**config.mk**
```make
export PLATFORM = sky130hd
export DESIGN_NAME = scale_mux_arb
export DESIGN_NICKNAME = d
export VERILOG_FILES = /design/src/rtl/scale_mux_pkg.sv /design/src/rtl/scale_mux.sv /design/src/rtl/scale_mux_arb.sv
export SDC_FILE = /design/constraint.sdc
export NUM_CORES = 1
export LEC_CHECK = 0
export ABC_AREA = 1
export BUFFER_PORTS_ARGS = -buffer_cell sky130_fd_sc_hd__buf_2
export CORE_UTILIZATION = 30
export CTS_CLUSTER_SIZE = 28
export DETAILED_ROUTE_END_ITERATION = 8
export GPL_TIMING_DRIVEN = 0
export PLACE_DENSITY_LB_ADDON = 0.3
export SLEW_MARGIN = 15
export SYNTH_ARGS = -nofsm -noshare
export SYNTH_HDL_FRONTEND = slang
export SYNTH_SLANG_ARGS = --single-unit
```
**constraint.sdc**
```tcl
create_clock -name clk -period 3.1 [get_ports clk]
set_input_delay 0.775 -clock clk [delete_from_list [all_inputs] [get_ports clk]]
set_output_delay 0.775 -clock clk [all_outputs]
set_load 0.005 [all_outputs]
```
**src/rtl/scale_mux_pkg.sv**
```systemverilog
// Shared types and defaults for the scale_mux_arb block.
package scale_mux_pkg;

    localparam int unsigned DEFAULT_WIDTH = 8;

    typedef enum logic {
        SRC_B = 1'b0,
        SRC_A = 1'b1
    } src_e;

    typedef enum logic {
        EMPTY = 1'b0,
        FULL  = 1'b1
    } state_e;

endpackage

```
**src/rtl/scale_mux.sv**
```systemverilog
// Two-way data selector: y_data follows a_data when sel_a is high, else b_data.
module scale_mux
    import scale_mux_pkg::*;
#(
    parameter int unsigned WIDTH = DEFAULT_WIDTH
) (
    input  logic             sel_a,
    input  logic [WIDTH-1:0] a_data,
    input  logic [WIDTH-1:0] b_data,
    output logic [WIDTH-1:0] y_data
);

    assign y_data = sel_a ? a_data : b_data;

endmodule

```
**src/rtl/scale_mux_arb.sv**
```systemverilog
// Round-robin two-source arbiter feeding a one-entry registered output stage.
// Optional per-source saturating transfer counters: define SCALE_MUX_ARB_CNT_EN.
module scale_mux_arb
    import scale_mux_pkg::*;
#(
    parameter int unsigned WIDTH = DEFAULT_WIDTH
`ifdef SCALE_MUX_ARB_CNT_EN
    ,
    parameter int unsigned CNT_W = 16
`endif
) (
    input  logic             clk,
    input  logic             rst_,
    input  logic             a_valid,
    input  logic [WIDTH-1:0] a_data,
    output logic             a_ready,
    input  logic             b_valid,
    input  logic [WIDTH-1:0] b_data,
    output logic             b_ready,
    output logic             out_valid,
    output logic [WIDTH-1:0] out_data,
    output logic             out_src,
    input  logic             out_ready
`ifdef SCALE_MUX_ARB_CNT_EN
    ,
    output logic [CNT_W-1:0] cnt_a,
    output logic [CNT_W-1:0] cnt_b
`endif
);

    state_e           state_q;
    src_e             out_src_q;
    src_e             last_q;
    logic [WIDTH-1:0] out_data_q;

    logic             req;
    logic             load;
    logic             sel_a;
    logic             grant_a;
    src_e             grant_src;
    logic [WIDTH-1:0] mux_y;

    assign req = a_valid | b_valid;

    // Gating with rst_ keeps both readies low while reset is held.
    assign load = rst_ & req & ((state_q == EMPTY) | out_ready);

    // sel_a defaults to A when nobody requests; B wins only if it asks
    // and A is absent or A was served last.
    assign sel_a     = ~b_valid | (a_valid & (last_q == SRC_B));
    assign grant_a   = a_valid & sel_a;
    assign grant_src = grant_a ? SRC_A : SRC_B;

    assign a_ready = load & grant_a;
    assign b_ready = load & ~grant_a;

    scale_mux #(
        .WIDTH(WIDTH)
    ) u_mux (
        .sel_a (sel_a),
        .a_data(a_data),
        .b_data(b_data),
        .y_data(mux_y)
    );

    always_ff @(posedge clk or negedge rst_) begin
        if (!rst_) begin
            state_q    <= EMPTY;
            out_data_q <= '0;
            out_src_q  <= SRC_B;
            last_q     <= SRC_B;
        end else if (load) begin
            state_q    <= FULL;
            out_data_q <= mux_y;
            out_src_q  <= grant_src;
            last_q     <= grant_src;
        end else if (out_ready) begin
            state_q    <= EMPTY;
        end
    end

    assign out_valid = (state_q == FULL);
    assign out_data  = out_data_q;
    assign out_src   = out_src_q;

`ifdef SCALE_MUX_ARB_CNT_EN
    logic [CNT_W-1:0] cnt_a_q, cnt_a_d;
    logic [CNT_W-1:0] cnt_b_q, cnt_b_d;

    always_comb begin
        cnt_a_d = cnt_a_q;
        cnt_b_d = cnt_b_q;
        if (a_ready && (cnt_a_q != '1)) cnt_a_d = cnt_a_q + CNT_W'(1);
        if (b_ready && (cnt_b_q != '1)) cnt_b_d = cnt_b_q + CNT_W'(1);
    end

    always_ff @(posedge clk or negedge rst_) begin
        if (!rst_) begin
            cnt_a_q <= '0;
            cnt_b_q <= '0;
        end else begin
            cnt_a_q <= cnt_a_d;
            cnt_b_q <= cnt_b_d;
        end
    end

    assign cnt_a = cnt_a_q;
    assign cnt_b = cnt_b_q;
`endif

endmodule

```
==> reports/results.ini <==
[floorplan]
die_x_um=44.55
row_count=15
core_um2=1708
die_y_um=44.55
die-area_um2=1984
boundaryPins=33
start_util_pct=31.79

[timing]
worst_pin_slew_ps=251.5
skew_ps=8.206
final-hold-violation-count=0
finalSetupViolCount=0
fin_crit_sh_pct=78.34
slew_headroom_pct=83.20
max_freq_mhz=411.8
slew_viol_final=0
fin_crit_ps=2429
rsz0062_at_grt=no
tns_ps=0

[detailed_routing]
drt_iter0_drc=10
num_vias=592
vias_per_cell=4.353
remaining_drc_errors=0
wl_mm=1.358
wl_per_cell_um=9.985
dr.pass1.iters=4
ant_nets=0

[place]
port_buffers=32
hpwl_mm=1.014
gp_congestion=0.6814

[clocking]
cts_buffer_depth=2
clk_latency_ps=270
ctsResizeCount=0
cts_hold_buffers=0
numCtsBuffers=3
tritoncts=done
cts_setup_buffers=0
clk_pin_slew_ps=70
cts-root-buf=clkbuf_4
h-tree-depth=1
cts.sinks=10

[grt]
first_global_vias=544
grt_use_total_pct=16.93
use_met3_pct=4.898
antenna_found_initial=0
grt-ovfl-total=0
grt_pass1_wl_mm=2.311
grt.busiest_layer=met2
grtUsageMet2_pct=26.76
use_met1_pct=19.95
grt_max_degree=12

[yosys]
synth-edff-count=0
synth_top_family_by_area=simple AND/OR/NAND/NOR gates
synth.top_cell.area_share_pct=46.08
synth_compound_area_share_pct=3.917
yosysSeqAreaShare_pct=46.08
syn-num-nets=96
synth_top_cell_by_area=dfrtp_1
synth_area_per_cell_um2=7.240
synthTopCellsByArea=dfrtp_1, nand2_1, nand3_1
muxShareOfSynthArea_pct=0
ys_ff_latch=10
yosys_most_used_dff=dfrtp_1
synth_area_um2=543.0
syn-instance-count=75
yosys.area_share.xor_xnor_pct=0
ys_types=14
synth_fa_ha_area_share_pct=0
synth-simple-area-share_pct=45.62
synth_warnings=0
async_reset_ff_share_pct=100.0

[critical_path]
crit_fanout=11
cpMostUsedCell=buf_2
path_class=in -> out
worstSetupStartpointType=input pin
critPathCaptureType=output port
cpMaxStageDelayCell=buf_2
cp.arrival_ps=1650
worstPathCellList=buf_2 -> o21ai_2 -> nor2_4 -> nand2_1 -> inv_1 -> buf_2
cp.required_ps=2320
slowest_delay_ps=240

[power]
leakagePower_nw=0.4800
p_per_area_nw_per_um2=504.7
ir_drop_mv=0.2870

[cells_and_area]
num_antenna_cells=0
syn_to_final_growth_pct=41.94
fin_nets=133
drive_above_1_share_pct=40.54
utilization_pct=45.13
fillCellCount=188

[flow_run]
cap_violations=0

[hold_path]
hp-class=in -> async

[run_status]
outcome=completed

sequential cells by signal, indices dropped and copies added, names as in the netlist:
register	count
last_q	1
out_valid	1
out_data	8
placed cells by master (no fill, tap or decap):
cell / netlist / layout
nand2_1: 42 / 42
inv_2: 2 / 2
nand2_2: 1 / 1
nand2_4: 2 / 2
o21ai_2: 1 / 1
clkbuf_4: 0 / 3
nand3_1: 8 / 8
inv_1: 3 / 3
o21ai_1: 1 / 1
nor2_1: 1 / 1
nor2_2: 1 / 1
a21boi_1: 1 / 1
dfrtp_1: 10 / 10
clkbuf_8: 0 / 1
buf_2: 1 / 33
nor2_4: 1 / 1
metrics by stage:
stage | total power [W] | cell area, um2 | cells | setup WS, ps | hold WS, ps
4_1_cts | 0.0003963 | 770.7 | 136 | 634.2 | 364.5
5_1_grt | 0.0004210 | 770.7 | 136 | 494.9 | 364.6
3_3_place_gp | 0.0002719 | 734.5 | 132 | 652.2 | 457.5
6_report | 0.0003890 | 770.7 | 136 | 671.4 | 359.4
3_5_place_dp | 0.0002743 | 734.5 | 132 | 626.7 | 463.7
2_1_floorplan | 0.0002227 | 543.0 | 75 | 1091 | 472.4
cell families after synthesis:
logic type             after synthesis
AND/OR/NAND/NOR                     56
flip-flops                          10
buffers and inverters                6
AO/OA/AOI/OAI                        3
report_power, final:
part           leakage, nW  switching, W  total (W)  internal (W)
Sequential           0.124     0.0000124   0.000166      0.000153
Combinational        0.335     0.0000575   0.000104     0.0000465
Clock               0.0210     0.0000478   0.000119     0.0000714
final cells by class:
cell class | instances | area (um2) | share of cell area [%]
plain buffers | 1 | 5.005 | 0.6494
clock buffers | 4 | 36.28 | 4.708
inverters | 5 | 18.77 | 2.435
multi-input cells | 59 | 269.0 | 34.90
flip-flops and latches | 10 | 250.2 | 32.47
well taps | 25 | 31.28 | 4.058
repair buffers | 32 | 160.2 | 20.78
metal layers:
metal / up-vias / part of all wire (%)
met1: 255 / 44
met5: - / 0
met4: 0 / 2.5
met2: 28 / 45
met3: 5 / 7.9
li1: 304 / -
worst max-delay path: cells and delay by family:
family	cells	cell delay, ps
compound gates	1	140
buf+inv	3	400
simple gates	2	340
cells in the mapped netlist, types with 2 or more instances:
master,n
nand3_1,8
inv_2,2
dfrtp_1,10
nand2_4,2
inv_1,3
nand2_1,42
final timing paths:
path	slack (ps)	to	depth (start not counted)	start
max in group asynchronous	2530	out_data[0]$_DFFE_PN0P_	1	rst_
min in group clk	480	out_data[2]$_DFFE_PN0P_	2	out_data[2]$_DFFE_PN0P_
max reg2reg	2060	out_data[6]$_DFFE_PN0P_	7	last_q$_DFFE_PN0P_
min reg2reg	480	out_data[2]$_DFFE_PN0P_	2	out_data[2]$_DFFE_PN0P_
min	360	out_valid$_DFFE_PN0P_	1	rst_
max	670	a_ready	6	rst_
Note: power is estimated with default switching activity, not from simulation.
